File: config.mk
export PLATFORM = sky130hd
export DESIGN_NAME = sipo_frame_rx
export DESIGN_NICKNAME = d
export VERILOG_FILES = /design/src/rtl/serial_pkg.sv /design/src/rtl/sipo_shift.sv /design/src/rtl/sipo_frame_rx.sv
export SDC_FILE = /design/constraint.sdc
export NUM_CORES = 1
export LEC_CHECK = 0
export ABC_CLOCK_PERIOD_IN_PS = 1400
export BUFFER_PORTS_ARGS = -buffer_cell sky130_fd_sc_hd__buf_4
export CORE_UTILIZATION = 40
export CTS_BUF_LIST = sky130_fd_sc_hd__clkbuf_16
export CTS_CLUSTER_DIAMETER = 30
export DETAILED_ROUTE_END_ITERATION = 16
export PLACE_DENSITY = 0.69
export REMOVE_ABC_BUFFERS = 1
export SLEW_MARGIN = 20
export SYNTH_ARGS = -nofsm -noshare
export SYNTH_HDL_FRONTEND = slang
export SYNTH_SLANG_ARGS = --single-unit
File: constraint.sdc
create_clock -name clk -period 1.4 [get_ports clk]
set_input_delay 0.28 -clock clk [delete_from_list [all_inputs] [get_ports clk]]
set_output_delay 0.28 -clock clk [all_outputs]
set_load 0.05 [all_outputs]
File: src/rtl/serial_pkg.sv
// Shared serial link definitions.
// Used by both the frame receiver and the matching serializer.
package serial_pkg;

  typedef enum logic [1:0] {
    S_IDLE = 2'd0,
    S_DATA = 2'd1,
    S_STOP = 2'd2
  } state_t;

  localparam logic LINE_IDLE = 1'b1;
  localparam logic START_LVL = 1'b0;
  localparam logic STOP_LVL  = 1'b1;

endpackage

File: src/rtl/sipo_shift.sv
// Shift-enable register collecting serial data bits.
// Bit order selects whether the first bit lands in the MSB or the LSB.
module sipo_shift #(
  parameter int WIDTH     = 8,
  parameter bit MSB_FIRST = 1'b1
) (
  input  logic             clk,
  input  logic             rst,
  input  logic             en,
  input  logic             d,
  output logic [WIDTH-1:0] q
);

  logic [WIDTH-1:0] r_q;
  logic [WIDTH-1:0] w_nxt;

  generate
    if (MSB_FIRST) begin : g_msb
      assign w_nxt = {r_q[WIDTH-2:0], d};
    end else begin : g_lsb
      assign w_nxt = {d, r_q[WIDTH-1:1]};
    end
  endgenerate

  always_ff @(posedge clk or posedge rst) begin
    if (rst) begin
      r_q <= '0;
    end else if (en) begin
      r_q <= w_nxt;
    end
  end

  assign q = r_q;

endmodule

File: src/rtl/sipo_frame_rx.sv
// Serial frame receiver: start bit, WIDTH data bits, stop bit.
// Presents words on a valid/ready port, flags framing and overrun errors.
module sipo_frame_rx
  import serial_pkg::*;
#(
  parameter int WIDTH     = 8,
  parameter bit MSB_FIRST = 1'b1
) (
  input  logic             clk,
  input  logic             rst,
  input  logic             i,
  output logic [WIDTH-1:0] o_data,
  output logic             o_valid,
  input  logic             i_ready,
  output logic             o_busy,
  output logic             o_frame_err,
  output logic             o_overrun,
  input  logic             i_clr_err
);

  localparam int CW = (WIDTH > 2) ? $clog2(WIDTH) : 1;
  localparam logic [CW-1:0] LAST = CW'(WIDTH - 1);

  state_t           r_state;
  state_t           w_state_nxt;
  logic [CW-1:0]    r_cnt;
  logic [CW-1:0]    w_cnt_nxt;
  logic             w_shift_en;
  logic             w_stop;
  logic [WIDTH-1:0] w_word;

  logic [WIDTH-1:0] r_data;
  logic             r_valid;
  logic             r_ferr;
  logic             r_ovr;

  logic w_good;
  logic w_slot_free;
  logic w_load;
  logic w_drop;
  logic w_bad;

  sipo_shift #(
    .WIDTH    (WIDTH),
    .MSB_FIRST(MSB_FIRST)
  ) u_shift (
    .clk(clk),
    .rst(rst),
    .en (w_shift_en),
    .d  (i),
    .q  (w_word)
  );

  always_ff @(posedge clk or posedge rst) begin
    if (rst) begin
      r_state <= S_IDLE;
      r_cnt   <= '0;
    end else begin
      r_state <= w_state_nxt;
      r_cnt   <= w_cnt_nxt;
    end
  end

  always_comb begin
    w_state_nxt = r_state;
    w_cnt_nxt   = r_cnt;
    w_shift_en  = 1'b0;
    w_stop      = 1'b0;
    unique case (r_state)
      S_IDLE: begin
        if (i == START_LVL) begin
          w_state_nxt = S_DATA;
          w_cnt_nxt   = '0;
        end
      end
      S_DATA: begin
        w_shift_en = 1'b1;
        if (r_cnt == LAST) begin
          w_state_nxt = S_STOP;
        end else begin
          w_cnt_nxt = r_cnt + CW'(1);
        end
      end
      S_STOP: begin
        w_stop      = 1'b1;
        w_state_nxt = S_IDLE;
      end
      default: begin
        w_state_nxt = S_IDLE;
      end
    endcase
  end

  // The word is complete in the shifter while the stop bit is sampled
  assign w_good      = w_stop && (i == STOP_LVL);
  assign w_bad       = w_stop && (i != STOP_LVL);
  assign w_slot_free = !r_valid || i_ready;
  assign w_load      = w_good && w_slot_free;
  assign w_drop      = w_good && !w_slot_free;

  always_ff @(posedge clk or posedge rst) begin
    if (rst) begin
      r_data  <= '0;
      r_valid <= 1'b0;
    end else if (w_load) begin
      r_data  <= w_word;
      r_valid <= 1'b1;
    end else if (r_valid && i_ready) begin
      r_valid <= 1'b0;
    end
  end

  always_ff @(posedge clk or posedge rst) begin
    if (rst) begin
      r_ferr <= 1'b0;
      r_ovr  <= 1'b0;
    end else begin
      r_ferr <= w_bad;
      if (i_clr_err) begin
        r_ovr <= 1'b0;
      end else if (w_drop) begin
        r_ovr <= 1'b1;
      end
    end
  end

  assign o_data      = r_data;
  assign o_valid     = r_valid;
  assign o_busy      = (r_state != S_IDLE);
  assign o_frame_err = r_ferr;
  assign o_overrun   = r_ovr;

endmodule
Word-level counts from Yosys, hierarchy flattened:

Index checks and enable logic that the tools add are counted.

* memory bits (read-only): 0
* latch bits: 0
* word-level logic and storage cells: 42
* bits in writable memories: 0
* output and inout bits: 12
* memories: 0
* input port bits: 5
* register bits: 24

* $mul: 0
* bitwise operators: 1
* div/mod/pow operators: 0
* $lt $le $gt $ge: 0
* multiplexer cells: 12
* equality and inequality tests: 6
* add/subtract/negate cells: 1
* reductions and logical operators: 15
* shift-type cells: 0

Operators by type and width (number)
* $reduce_bool A2 Y1: 4
* $mux W1: 6
* $mux W3: 2
* $ne A2 B2 Y1 const B: 3
* $pmux W3 S2: 1
* $logic_and A1 B1 Y1: 5
* $mux W2: 2
* $pmux W2 S2: 1
* $add A3 B1 Y3 const B: 1
* $eq A3 B3 Y1 const B: 1
* $reduce_and A3 Y1: 1
* $eq A2 B1 Y1 const B: 1
* $eq A2 B2 Y1 const B: 1
* $logic_not A1 Y1: 2
* $logic_not A2 Y1: 1
* $reduce_and A2 Y1: 1
* $logic_or A1 B1 Y1: 1
* $not A1 Y1: 1

Longest topological paths before layout:

Gate-level depths: netlist (run 1).

* depth after elaboration: 6
* mapped depth: 5
* mapped depth without buffers: 5

Hierarchy:

A second synthesis (run 1) with hierarchy kept.

* cell total of the unflattened synthesis: 65
* area, all modules: 1038.5 µm²

Modules (own cells, without submodules)
* sipo_frame_rx: cells an instance 47, instances 1, area each 703.2 µm²
* sipo_shift: cells an instance 18, instances 1, area each 335.3 µm²

Worst setup path after synthesis (run 1):

No wires, ideal clock.

* path type: flip-flop to flip-flop
* start point: reg r_valid, in the netlist o_valid
* end point: reg r_data[0], in the netlist o_data[0]
* setup time: 0.125 ns
* path slack: -0.214 ns
* arrival time: 1.490 ns
* cell stages (with the launch flop): 4
* cell sequence: dfrtp_1 nor2b_1 nor3b_4 mux2_2

* word-level cells in the longest chain between the ends: 3

Ends and longest elaborated chain
* from (decl): RTL line sipo_frame_rx.sv:33 `logic r_valid;`
* from (signal assigned): RTL line sipo_frame_rx.sv:104 `r_valid <= 1'b0;`
* from (signal assigned): RTL line sipo_frame_rx.sv:107 `r_valid <= 1'b1;`
* from (signal assigned): RTL line sipo_frame_rx.sv:109 `r_valid <= 1'b0;`
* $logic_not A1 Y1: RTL line sipo_frame_rx.sv:97 `assign w_slot_free = !r_valid || i_ready;`
* $logic_or A1 B1 Y1: RTL line sipo_frame_rx.sv:97
* $logic_and A1 B1 Y1: RTL line sipo_frame_rx.sv:98 `assign w_load = w_good && w_slot_free;`
* to (signal assigned): RTL line sipo_frame_rx.sv:106 `r_data <= w_word;`
* to (decl): RTL line sipo_frame_rx.sv:32 `logic [WIDTH-1:0] r_data;`

Every way passes these cells.
A chain may end at the register's enable or synchronous reset.

Worst setup path after layout (run 1):

* start point: reg r_state[1]
* end point: out o_busy

* word-level cells in the longest chain between the ends: 1

Ends and longest elaborated chain
* from (decl): RTL line sipo_frame_rx.sv:24 `state_t r_state;`
* from (signal assigned): RTL line sipo_frame_rx.sv:59 `r_state <= w_state_nxt;`
* $reduce_bool A2 Y1: RTL line sipo_frame_rx.sv:129 `assign o_busy = (r_state != S_IDLE);`
* to (decl): RTL line sipo_frame_rx.sv:15 `output logic o_busy,`

Every way passes these cells.

==> results.txt, run 1 <==
largest net degree at the start of global routing -> 25
Worst Path Max Fanout -> 2
crit-path cells -> buf_6 > or2_4 > buf_8
Root Buffer -> clkbuf_16
max-slew violation count -> 0
Port Buffers -> 16
status -> finished with violations
CTS tree -> built
Startpoint Class -> flip-flop
Critical Path Max Stage Delay -> 0.38 ns
top-count cell post-synth -> dfrtp_1
global-route wire length before repair -> 2.88 mm
Iter 0 DRT Violations -> 1
Core Area -> 2250 µm²
GR Util met2 -> 23.7%
Min-Delay Path Class -> in -> async
routed via count -> 608
worst relative slew slack -> 79.9%
Worst Path Arrival -> 1.12 ns
io pins -> 17
total global-route track usage -> 15.0%
grt peak-use layer -> met2
DIE HEIGHT -> 51.3 µm
clk sinks -> 24
Slew @ Worst Pin -> 0.302 ns
Critical Path RT -> 1.12 ns
share of the synthesized area in the top cell type -> 61.8%
syn_area_per_cell -> 14.7 µm²
crit path kind -> reg -> out
row count -> 17
nets@finish -> 102
CP max stage cell -> dfrtp_1
Final Hold Vio Count -> 0
CP Capture Type -> output pin
Commonest cells post-synth -> dfrtp_1 (24), mux2_2 (16), inv_1 (4)
final clock skew -> 0.00152 ns
dpl hpwl -> 1.13 mm
Synth area leader -> dfrtp_1
Tmin final -> 1.40 ns
setup slack after layout -> -0.00405 ns
number of synthesized flops with an enable pin -> 0
RSZ-0062 raised after global routing -> true
violated checks -> setup timing
Primary FF master, synth -> dfrtp_1
Static Leak -> 0.653 nW
DR pass1 iterations -> 2
Max Clk Rate -> 712 MHz
post-synthesis async set-or-reset flop share -> 100%
Die X -> 51.3 µm
#FFs+latches synth -> 24
fin util -> 59.8%
cts hold-fix bufs -> 0
sequential-to-total area share from yosys stat -> 61.8%
Filler Cell Count -> 193
Layout area overhead -> 38.6%
Initial Utilization -> 43.1%
Worst VDD drop -> 1300 µV
clock-pin slew on the worst setup and hold paths -> 0.06 ns
GR Layer Usage met1 -> 20.4%
drt wl/cell -> 14.1 µm
Total Wirelength -> 1.70 mm
via density per instance -> 5.02
setup TNS -> -0.00405 ns
initial antenna violation count -> 0
Synth cell types -> 19
CTS Buf Count -> 3
proportion of layout cells with a drive suffix above 1 -> 62.4%
H-tree Lvls -> 1
ant diodes -> 0
clock latency on the worst-skew pair -> 0.25 ns
gp weighted congestion -> 0.761
largest cells by area after synthesis -> dfrtp_1 (62%), mux2_2 (19%), and4bb_2 (2.6%)
total gr overflow -> 0
Syn. warnings -> 0
Post-Syn Area -> 972 µm²
Power Density -> 2010 nW/µm²
GR Layer Usage met3 -> 3.57%
DRC viols -> 0
Die Area -> 2630 µm²
clock buffer depth -> 2
Syn Inst Count -> 66
max cap viols -> 0
number of global-route vias before repair -> 642
Final period util -> 100%
Final setup viols -> 1
Routed Antenna Nets -> 0
==> worst max-delay path, delay by kind of cell, from the launching register on <==
family | cells | cell delay, ns
DFF | 1 | 0.38
buffers and inverters | 2 | 0.27
and+or+nand+nor | 1 | 0.22
==> final cells by class <==
| cell class | instances | area, µm² | area share (%) |
|---|---|---|---|
| clock buffer | 3 | 75.1 | 5.57 |
| inverter | 4 | 15.0 | 1.11 |
| multi-input combinational | 37 | 409 | 30.4 |
| sequential | 24 | 602 | 44.7 |
| tap | 28 | 35.0 | 2.60 |
| timing repair buffer | 25 | 211 | 15.7 |
==> logic make-up (layout without fill, tap and decap cells) <==
kind of cell	after synthesis	after routing	share of synthesized area, %
AO/OA/AOI/OAI	7	7	4.63
adder cells (fa/ha/maj)	2	2	2.57
buffers and inverters	5	32	2.06
flip-flops	24	24	61.8
multiplexers	16	16	18.5
AND/OR/NAND/NOR	12	12	10.4
==> worst paths after layout <==
check | startpoint | end | slack, ns | cells after the start
worst max-delay path | r_state[1] | o_busy | -0.004 | 3
worst min register to register | o_overrun | o_overrun | 0.50 | 2
worst max register to register | r_state[0] | o_data[0] | 0.03 | 4
min in group clk | i_clr_err | o_overrun | 0.17 | 2
max in group asynchronous | rst | r_state[0] | 1.08 | 3
worst min-delay path | rst | o_data[2] | 0.07 | 3
==> state kept, by name, summed over array words and instances (netlist names) <==
register / count
o_data: 8
o_valid: 1
u_shift.q: 8
r_cnt: 3
o_overrun: 1
o_frame_err: 1
r_state: 2
==> placed cells by master (no fill, tap or decap), types with 2 or more instances in the layout <==
master / netlist / layout
dfrtp_1: 24 / 23
buf_4: 0 / 22
mux2_4: 0 / 8
mux2_2: 16 / 8
inv_1: 4 / 4
nor2_1: 3 / 3
clkbuf_16: 0 / 3
nor2b_4: 1 / 2
and4bb_2: 2 / 2
a21o_1: 2 / 2
ha_2: 0 / 2
==> what timing repair did <==
| item | CTS | global route |
|---|---|---|
| endpoints found under the setup margin | 12 | 17 |
| gates resized for setup | 10 | 11 |
| setup buffers | 2 | 0 |
| hold endpoints to repair | 0 | 0 |
| pin swaps | 0 | 2 |
==> stage by stage <==
| step | area (µm²) | std cells | hold slack [ns] | worst slack, ns | power, mW |
|---|---|---|---|---|---|
| after global placement | 1190 | 116 | 0.346 | -0.0498 | 1.94 |
| after global routing | 1350 | 121 | 0.101 | -0.0418 | 2.87 |
| after detailed placement | 1190 | 116 | 0.349 | -0.136 | 1.99 |
| final | 1350 | 121 | 0.0695 | -0.00405 | 2.70 |
| after floorplan | 967 | 65 | 0.295 | -0.214 | 1.70 |
| after CTS | 1310 | 121 | 0.0793 | -0.0126 | 2.67 |
==> per-layer routing <==
layer,up-vias,share of wire (%)
li1,283,-
met4,0,1.2
met3,3,3.0
met5,-,0
met2,12,48
met1,310,48
==> where the power goes <==
group          switching, mW  internal (mW)
registers              0.156          0.926
clock network          0.222          0.377
logic                  0.477          0.545
(Power assumes the default switching activity.)
==> run 2, diff against run 1 <==
--- a/config.mk
+++ b/config.mk
@@ -5,14 +5,17 @@
 export SDC_FILE = /design/constraint.sdc
 export NUM_CORES = 1
 export LEC_CHECK = 0
+export ABC_AREA = 0
 export ABC_CLOCK_PERIOD_IN_PS = 1400
 export BUFFER_PORTS_ARGS = -buffer_cell sky130_fd_sc_hd__buf_4
 export CORE_UTILIZATION = 40
 export CTS_BUF_LIST = sky130_fd_sc_hd__clkbuf_16
 export CTS_CLUSTER_DIAMETER = 30
 export DETAILED_ROUTE_END_ITERATION = 16
+export GPL_ROUTABILITY_DRIVEN = 0
 export PLACE_DENSITY = 0.69
 export REMOVE_ABC_BUFFERS = 1
+export SETUP_SLACK_MARGIN = 0.3
 export SLEW_MARGIN = 20
 export SYNTH_ARGS = -nofsm -noshare
 export SYNTH_HDL_FRONTEND = slang
==> results.txt, run 2 (synthesis gave the netlist of run 1 again) <==
status -> finished with violations
violated checks -> setup timing
Critical Path Max Stage Delay -> 0.38 ns
final clock skew -> 0.00184 ns
clock latency on the worst-skew pair -> 0.25 ns
routed via count -> 643
most common cell after layout, fill and taps aside -> dfrtp_1
H-tree Lvls -> 1
Iter 0 DRT Violations -> 5
DR pass1 iterations -> 4
Core Area -> 2250 µm²
Tmin final -> 1.40 ns
RSZ-0062 raised after global routing -> true
via density per instance -> 4.98
clk sinks -> 24
Static Leak -> 0.731 nW
Max Clk Rate -> 712 MHz
internal cell power -> 2.04 mW
dpl hpwl -> 1.13 mm
ant diodes -> 0
setup slack after layout -> -0.00410 ns
io pins -> 17
DIE HEIGHT -> 51.3 µm
Reg2Reg Depth -> 5
Filler Cell Count -> 169
clock buffer depth -> 2
Die Area -> 2630 µm²
Worst VDD drop -> 1380 µV
Root Buffer -> clkbuf_16
setup TNS -> -0.00593 ns
largest net degree at the start of global routing -> 25
Total Wirelength -> 2.02 mm
worst relative slew slack -> 79.6%
register share of total power -> 36.9%
sw frac -> 32.1%
Critical Path RT -> 1.12 ns
Initial Utilization -> 43.1%
FF-to-FF End -> r_cnt[0]
Final Hold Vio Count -> 0
crit path kind -> reg -> out
initial antenna violation count -> 0
Startpoint Class -> flip-flop
nets@finish -> 110
total gr overflow -> 0
Die X -> 51.3 µm
clock power share -> 19.9%
proportion of layout cells with a drive suffix above 1 -> 68.3%
Layout area overhead -> 56.0%
total global-route track usage -> 17.8%
reg2reg start -> r_cnt[1]
Worst Path Arrival -> 1.12 ns
Psw -> 0.965 mW
commonest non-fill, non-tap cells in the layout -> dfrtp_1 (23), buf_4 (15), buf_6 (15), mux2_4 (14)
CP Capture Type -> output pin
max cap viols -> 0
Worst Path Max Fanout -> 2
row count -> 17
Post-Place Cells -> 116
combinational share of power -> 43.2%
CTS Buf Count -> 3
max-slew violation count -> 0
CP max stage cell -> dfrtp_1
Power Density -> 1980 nW/µm²
Port Buffers -> 16
CTS tree -> built
Slew @ Worst Pin -> 0.305 ns
Routed Antenna Nets -> 0
Final period util -> 100%
number of global-route vias before repair -> 698
global-route wire length before repair -> 3.36 mm
drt wl/cell -> 15.6 µm
Min-Delay Path Class -> in -> async
Final setup viols -> 2
clock-pin slew on the worst setup and hold paths -> 0.06 ns
Finished Layout Cells -> 129
DRC viols -> 0
crit-path cells -> buf_6 > or2_4 > buf_8
r2r setup slk -> -0.004 ns
run 2: worst max path at each step:
stage | from | to | slack (ns) | cells after the start
after floorplan | o_valid | o_data[0] | -0.21 | 3
after global placement | r_cnt[0] | r_cnt[0] | -0.05 | 5
after detailed placement | r_cnt[0] | r_cnt[0] | -0.14 | 5
after CTS | r_state[1] | o_busy | -0.01 | 3
after global routing | r_state[1] | o_busy | -0.04 | 3
final | r_state[1] | o_busy | -0.004 | 3
run 2: stage by stage:
stage | instance area, µm² | hold slack [ns] | utilization, % | worst slack (ns) | power (mW)
2_1_floorplan | 967 | 0.295 | - | -0.214 | 1.70
3_3_place_gp | 1190 | 0.346 | 52.7 | -0.0498 | 1.94
3_5_place_dp | 1190 | 0.349 | 52.7 | -0.136 | 1.99
4_1_cts | 1450 | 0.0793 | 64.3 | -0.0126 | 2.94
5_1_grt | 1520 | 0.0999 | 67.3 | -0.0411 | 3.16
6_report | 1520 | 0.0720 | 67.3 | -0.00410 | 3.01
run 2: per-layer routing:
metal | track usage (%) | wire length [µm] | vias up
met5 | 0 | 0 | -
met4 | 4.95 | 0 | 0
li1 | - | - | 299
met2 | 28.7 | 1010 | 17
met1 | 24.0 | 931 | 327
met3 | 3.87 | 79 | 0
run 2: worst max-delay path, delay by kind of cell, from the launching register on:
family	cells	cell delay, ns
flip-flops	1	0.38
buffers and inverters	2	0.27
AND/OR/NAND/NOR	1	0.22
run 2: final cells by class:
| cell class | count | area [µm²] | area share (%) |
|---|---|---|---|
| Inverter | 4 | 15.0 | 0.990 |
| Multi-Input combinational cell | 38 | 473 | 31.2 |
| Clock buffer | 3 | 75.1 | 4.95 |
| Tap cell | 28 | 35.0 | 2.31 |
| Timing Repair Buffer | 32 | 317 | 20.9 |
| Sequential cell | 24 | 602 | 39.7 |
run 2: power groups by stage:
stage | registers [mW] | logic, mW | clock network (mW)
floorplan | 1.20 | 0.500 | 0
global placement | 1.07 | 0.867 | 0
CTS | 1.10 | 1.23 | 0.609
finish | 1.11 | 1.30 | 0.599
global route | 1.14 | 1.38 | 0.644
detailed placement | 1.08 | 0.913 | 0
run 2: timing repair:
action / CTS / global route
hold endpoints to repair: 0 / 0
endpoints found under the setup margin: 30 / 33
hold buffers: 0 / 0
resized for setup: 40 / 7
buffers inserted: 4 / 5
gates cloned: 1 / 0
pin swaps: 6 / 5
